`config.mk`:
```
export PLATFORM = sky130hd
export DESIGN_NAME = tu_hit_capture
export DESIGN_NICKNAME = d
export VERILOG_FILES = /design/src/rtl/tu_pkg.sv /design/src/rtl/tu_sync_fifo.sv /design/src/rtl/tu_hit_capture.sv
export SDC_FILE = /design/constraint.sdc
export NUM_CORES = 1
export LEC_CHECK = 0
export BUFFER_PORTS_ARGS = -buffer_cell sky130_fd_sc_hd__buf_2
export CAP_MARGIN = 10
export CORE_UTILIZATION = 33
export DETAILED_ROUTE_END_ITERATION = 10
export SLEW_MARGIN = 10
export SYNTH_ARGS = -nofsm -noshare
export SYNTH_HDL_FRONTEND = slang
export SYNTH_SLANG_ARGS = --single-unit
```
`constraint.sdc`:
```
create_clock -name S_AXI_ACLK -period 13.9 [get_ports S_AXI_ACLK]
set_input_delay 2.085 -clock S_AXI_ACLK [delete_from_list [all_inputs] [get_ports S_AXI_ACLK]]
set_output_delay 2.085 -clock S_AXI_ACLK [all_outputs]
set_load 0.02 [all_outputs]
```
`src/rtl/tu_pkg.sv`:
```
// Shared definitions for the trigger-unit hit capture block.
// Holds the default word/timestamp widths and the one-hot FSM state encoding.
package tu_pkg;

    localparam int unsigned TU_DATA_W = 64;
    localparam int unsigned TU_TS_W   = 16;

    // One-hot run-control states.
    typedef enum logic [3:0] {
        ST_IDLE  = 4'b0001,
        ST_ARMED = 4'b0010,
        ST_RUN   = 4'b0100,
        ST_STOP  = 4'b1000
    } tu_state_e;

endpackage

```
`src/rtl/tu_sync_fifo.sv`:
```
// Single-clock first-word-fall-through FIFO.
// Ports:
//   clk_i, rst_ni  clock, synchronous active-low reset
//   flush_i        drop all contents (wins over push/pop)
//   wr_en_i, din_i push din_i; ignored when full unless a pop happens in the same cycle
//   rd_en_i        pop head; ignored when empty
//   dout_o         head entry, valid whenever empty_o=0 (reads 0 when empty)
//   empty_o, full_o, level_o  occupancy status
module tu_sync_fifo #(
    parameter int unsigned WIDTH = 80,
    parameter int unsigned DEPTH = 16,
    localparam int unsigned AW   = $clog2(DEPTH)
) (
    input  logic             clk_i,
    input  logic             rst_ni,
    input  logic             flush_i,
    input  logic             wr_en_i,
    input  logic [WIDTH-1:0] din_i,
    input  logic             rd_en_i,
    output logic [WIDTH-1:0] dout_o,
    output logic             empty_o,
    output logic             full_o,
    output logic [AW:0]      level_o
);

    // Pointers carry one extra wrap bit so full and empty are distinguishable.
    logic [AW:0]      wr_ptr_q, wr_ptr_d;
    logic [AW:0]      rd_ptr_q, rd_ptr_d;
    logic [WIDTH-1:0] mem_q [DEPTH];
    logic             do_pop;
    logic             do_push;

    assign empty_o = (wr_ptr_q == rd_ptr_q);
    assign full_o  = (wr_ptr_q[AW] != rd_ptr_q[AW]) &&
                     (wr_ptr_q[AW-1:0] == rd_ptr_q[AW-1:0]);
    assign level_o = wr_ptr_q - rd_ptr_q;
    assign dout_o  = empty_o ? '0 : mem_q[rd_ptr_q[AW-1:0]];

    // A pop frees the slot at this edge, so a push on full still succeeds alongside it.
    assign do_pop  = rd_en_i & ~empty_o;
    assign do_push = wr_en_i & (~full_o | do_pop);

    always_comb begin
        wr_ptr_d = wr_ptr_q;
        rd_ptr_d = rd_ptr_q;
        if (flush_i) begin
            wr_ptr_d = '0;
            rd_ptr_d = '0;
        end else begin
            if (do_push) wr_ptr_d = wr_ptr_q + 1'b1;
            if (do_pop)  rd_ptr_d = rd_ptr_q + 1'b1;
        end
    end

    always_ff @(posedge clk_i) begin
        if (!rst_ni) begin
            wr_ptr_q <= '0;
            rd_ptr_q <= '0;
        end else begin
            wr_ptr_q <= wr_ptr_d;
            rd_ptr_q <= rd_ptr_d;
        end
    end

    always_ff @(posedge clk_i) begin
        if (do_push && !flush_i) mem_q[wr_ptr_q[AW-1:0]] <= din_i;
    end

endmodule

```
`src/rtl/tu_hit_capture.sv`:
```
// Trigger hit capture: registers the aligned trigger word, and while a run is active pushes every
// non-zero word tagged with a free-running timestamp into a FWFT FIFO for processor readout.
// Ports:
//   S_AXI_ACLK, S_AXI_ARESETN   clock, synchronous active-low reset
//   aligned_valid, trig_data    aligner status and aligned word (registered once on entry)
//   capture_ena                 run control: rising edge arms, low ends the run
//   rd_en, rd_data, rd_empty    FIFO readout, rd_data = {ts, word}
//   fifo_full, fill_level       FIFO occupancy
//   run_active, align_lost      run status; align_lost is sticky until the next arm
//   hit_cnt, drop_cnt           saturating per-run statistics
module tu_hit_capture import tu_pkg::*; #(
    parameter int unsigned DATA_W  = TU_DATA_W,
    parameter int unsigned TS_W    = TU_TS_W,
    parameter int unsigned DEPTH   = 16,
    parameter int unsigned CNT_W   = 32,
    localparam int unsigned LVL_W  = $clog2(DEPTH) + 1
) (
    input  logic                   S_AXI_ACLK,
    input  logic                   S_AXI_ARESETN,
    input  logic                   aligned_valid,
    input  logic [DATA_W-1:0]      trig_data,
    input  logic                   capture_ena,
    input  logic                   rd_en,
    output logic [TS_W+DATA_W-1:0] rd_data,
    output logic                   rd_empty,
    output logic                   fifo_full,
    output logic [LVL_W-1:0]       fill_level,
    output logic                   run_active,
    output logic                   align_lost,
    output logic [CNT_W-1:0]       hit_cnt,
    output logic [15:0]            drop_cnt
);

    tu_state_e         state_q, state_d;
    logic [DATA_W-1:0] trig_q;
    logic              valid_q;
    logic              cena_q;
    logic [TS_W-1:0]   ts_q, ts_d;
    logic [CNT_W-1:0]  hit_q, hit_d;
    logic [15:0]       drop_q, drop_d;
    logic              lost_q, lost_d;
    logic              push;
    logic              flush;
    logic              space;

    // Full plus a same-cycle pop still counts as room.
    assign space = ~fifo_full | rd_en;

    always_comb begin
        state_d = state_q;
        ts_d    = ts_q;
        hit_d   = hit_q;
        drop_d  = drop_q;
        lost_d  = lost_q;
        push    = 1'b0;
        flush   = 1'b0;
        unique case (state_q)
            ST_IDLE: begin
                if (capture_ena && !cena_q) begin
                    state_d = ST_ARMED;
                    flush   = 1'b1;
                    ts_d    = '0;
                    hit_d   = '0;
                    drop_d  = '0;
                    lost_d  = 1'b0;
                end
            end
            ST_ARMED: begin
                if (!capture_ena)  state_d = ST_IDLE;
                else if (valid_q)  state_d = ST_RUN;
            end
            ST_RUN: begin
                ts_d = ts_q + 1'b1;
                // The word in the exit cycle is still handled before leaving.
                if (|trig_q) begin
                    if (space) begin
                        push = 1'b1;
                        if (hit_q != '1) hit_d = hit_q + 1'b1;
                    end else if (drop_q != '1) begin
                        drop_d = drop_q + 1'b1;
                    end
                end
                if (!valid_q) begin
                    state_d = ST_STOP;
                    lost_d  = 1'b1;
                end else if (!capture_ena) begin
                    state_d = ST_STOP;
                end
            end
            ST_STOP: state_d = ST_IDLE;
            default: state_d = ST_IDLE;
        endcase
    end

    always_ff @(posedge S_AXI_ACLK) begin
        if (!S_AXI_ARESETN) begin
            state_q <= ST_IDLE;
            trig_q  <= '0;
            valid_q <= 1'b0;
            cena_q  <= 1'b0;
            ts_q    <= '0;
            hit_q   <= '0;
            drop_q  <= '0;
            lost_q  <= 1'b0;
        end else begin
            state_q <= state_d;
            trig_q  <= trig_data;
            valid_q <= aligned_valid;
            cena_q  <= capture_ena;
            ts_q    <= ts_d;
            hit_q   <= hit_d;
            drop_q  <= drop_d;
            lost_q  <= lost_d;
        end
    end

    tu_sync_fifo #(
        .WIDTH (TS_W + DATA_W),
        .DEPTH (DEPTH)
    ) u_fifo (
        .clk_i   (S_AXI_ACLK),
        .rst_ni  (S_AXI_ARESETN),
        .flush_i (flush),
        .wr_en_i (push),
        .din_i   ({ts_q, trig_q}),
        .rd_en_i (rd_en),
        .dout_o  (rd_data),
        .empty_o (rd_empty),
        .full_o  (fifo_full),
        .level_o (fill_level)
    );

    assign run_active = (state_q == ST_RUN);
    assign align_lost = lost_q;
    assign hit_cnt    = hit_q;
    assign drop_cnt   = drop_q;

endmodule
```
==> results.py <==
metrics = {
    "outcome": {
        "status": "finished, violations left",
        "violations": "design-rule violations",
    },
    "drt": {
        "firstDrtPassIters": 9,
        "drtAntennaViolNets": 0,
        "viasPerCell": 5.19,
        "num_vias": 26925,
        "wl_per_cell_um": 26.0,
        "drt_iter0_markers": 2855,
        "drc_errors": 56,
        "wl_mm": 135,
    },
    "clocking": {
        "cts.sinks": 1429,
        "htree_levels": 4,
        "clk_pin_slew_ns": 0.06,
        "clockBufferDepth": 3,
        "root_buffer": "clkbuf_16",
        "post_cts_buffers": 0,
        "cts_resized": 0,
        "cts_tree": "yes",
        "insertion_delay_ns": 0.81,
        "postCtsHoldBufs": 0,
        "cts_made_buffers": 150,
    },
    "placed_design": {
        "gp_congestion": 0.748,
        "hpwl_mm": 67.8,
        "placed_area_um2": 58600,
        "port_buffers": 205,
        "dp.cells": 4908,
        "place_ws_ns": 7.54,
    },
    "floorplanning": {
        "die-area_um2": 168000,
        "ioPinCount": 206,
        "rows": 149,
        "start_util_pct": 33.2,
        "die_h_um": 410,
        "coreArea_um2": 165000,
        "die_x_um": 410,
    },
    "cells_and_area": {
        "fin_area_um2": 63800,
        "layout_common_cells": "edfxtp_1, mux4_2, buf_2, clkbuf_16, dfxtp_1",
        "area_delta_synth_final_pct": 16.4,
        "final_common_cell": "edfxtp_1",
        "nNetsFinal": 2953,
        "drive_above_1_share_pct": 30.8,
        "fin_cells": 5191,
    },
    "synth": {
        "ys_ff_latch": 1429,
        "synth_cell_types": 62,
        "syn-mean-instance-area_um2": 21.1,
        "synth_edf_count": 1280,
        "syn-num-nets": 2682,
        "synth_ff_type": "edfxtp_1",
        "async_flop_share_pct": 0,
        "yosys_warnings": 0,
        "ys_seq_area_share_pct": 75.5,
        "synth_area_um2": 54800,
        "synth_cells": 2600,
    },
    "power": {
        "p_int_mw": 7.08,
        "swShare_pct": 20.8,
        "p_per_area_nw_per_um2": 140,
        "p_leak_nw": 19.9,
        "clkPwrFrac_pct": 45.9,
        "p_total_mw": 8.95,
        "pwr-share-comb_pct": 1.2,
        "p_sw_mw": 1.86,
        "power_frac_seq_pct": 52.8,
        "ir_worst_vdd_v": 0.000140,
    },
    "sta": {
        "finalSetupViolCount": 0,
        "slew_headroom_pct": 22.1,
        "fin_crit_sh_pct": 49.8,
        "hold_violations": 0,
        "fin_crit_ns": 6.93,
        "worst-slew-pin-transition_ns": 1.17,
        "tns_ns": 0,
        "skew_ns": 0.0826,
        "fmax_mhz": 144,
        "fin_ws_ns": 6.97,
        "slew_viol_final": 0,
        "rsz0062_at_grt": "false",
    },
    "grt": {
        "overflow": 0,
        "grt_util_all_layers_pct": 16.1,
        "grt_max_degree": 159,
        "antenna_found_initial": 10,
        "grt_pass1_wl_mm": 196,
        "first_global_vias": 27757,
    },
    "critical_path": {
        "cp.arrival_ns": 4.84,
        "required_ns": 11.81,
        "crit_type": "flip-flop to output pin",
        "cp_max_fo": 48,
        "end_kind": "output pin",
        "worstSetupStartpointType": "flip-flop",
    },
    "run": {
        "maxCapViolCount": 0,
    },
    "min_path": {
        "hold_class": "flip-flop to flip-flop",
    },
}
-- sequential cells by signal (all words and copies together), names as in the netlist, named ones only --
name	flops
valid_q	1
align_lost	1
u_fifo.mem_q	1280
hit_cnt	32
ts_q	16
u_fifo.wr_ptr_q	5
drop_cnt	16
state_q	4
cena_q	1
u_fifo.rd_ptr_q	5
trig_q	64
-- power groups by stage --
stage,Sequential (mW),Clock [mW],Combinational (mW)
after floorplan,4.79,0,0.0638
after global placement,4.81,0,0.113
after detailed placement,4.82,0,0.114
after CTS,4.73,4.20,0.114
after global routing,4.73,4.37,0.120
final,4.73,4.11,0.112
-- cell type report --
type / instances / area, µm²
antenna: 1 / 2.50
fill: 14781 / 101000
multi-input combinational: 1015 / 12900
sequential: 1429 / 41400
inverter: 19 / 71.3
timing repair buffer: 256 / 1500
clock inverter: 75 / 1030
tap: 2189 / 2740
clock buffer: 207 / 4170
-- synth_stat cells, types with 5 or more instances --
master / number / area share (%)
buf_2: 38 / 0.35
a22oi_1: 5 / 0.068
buf_1: 5 / 0.034
or4_1: 6 / 0.082
xor2_1: 6 / 0.096
nor4_1: 24 / 0.27
inv_1: 18 / 0.12
xnor2_1: 14 / 0.22
nand3_1: 35 / 0.32
a31oi_1: 11 / 0.13
ha_1: 12 / 0.27
and2_1: 71 / 0.81
dfxtp_1: 149 / 5.4
nor2_1: 66 / 0.45
nor3_1: 19 / 0.17
nor2b_1: 83 / 0.95
nand2_1: 66 / 0.45
mux4_2: 400 / 16
o311ai_0: 9 / 0.14
o31ai_1: 6 / 0.082
o211ai_1: 8 / 0.11
edfxtp_1: 1280 / 70
nand4_1: 27 / 0.31
and4_1: 6 / 0.096
a21oi_1: 23 / 0.21
o31a_1: 6 / 0.096
and3_1: 12 / 0.14
o21ai_0: 42 / 0.38
or3_1: 6 / 0.068
clkbuf_1: 92 / 0.63
-- metrics by stage --
step / utilization [%] / hold slack (ns)
2_1_floorplan: - / 0.466
3_3_place_gp: 35.5 / 0.478
3_5_place_dp: 35.5 / 0.462
4_1_cts: 38.7 / 0.491
5_1_grt: 38.7 / 0.524
6_report: 38.7 / 0.496
-- worst max-delay path: stages, from the launching register on --
cell and delay (ns):
dfxtp_4 1.02, buf_4 0.81, buf_4 0.69, mux4_2 0.58, mux4_2 0.47, nor2b_1 0.20, buf_2 0.22
-- cell families after synthesis --
| group | Yosys count | synth area share [%] |
|---|---|---|
| xor gates and xnor gates | 20 | 0.320 |
| buffers and inverters | 156 | 1.18 |
| DFF | 1429 | 75.5 |
| and+or+nand+nor | 441 | 4.44 |
| adders and majority gates | 13 | 0.310 |
| muxes | 405 | 16.5 |
| AOI/OAI and AO/OA | 136 | 1.68 |
-- worst paths after layout --
kind	from	endpoint	slack, ns	cells past startpoint
setup / recovery	flip-flop	rd_data[13]	6.97	6
hold / removal	align_lost	align_lost	0.50	2
setup reg to reg	trig_q[42]	u_fifo.mem_q[14][27]	8.57	9
hold reg to reg	align_lost	align_lost	0.50	2
-- per-layer routing --
layer / GRT usage (%) / wire length (µm) / vias to the layer above
li1: - / - / 11346
met1: 22.5 / 58900 / 14450
met2: 25.0 / 63500 / 926
met3: 3.98 / 10200 / 185
met4: 4.15 / 2480 / 18
met5: 0 / 109 / -
Note: power is estimated with default switching activity, not from simulation.
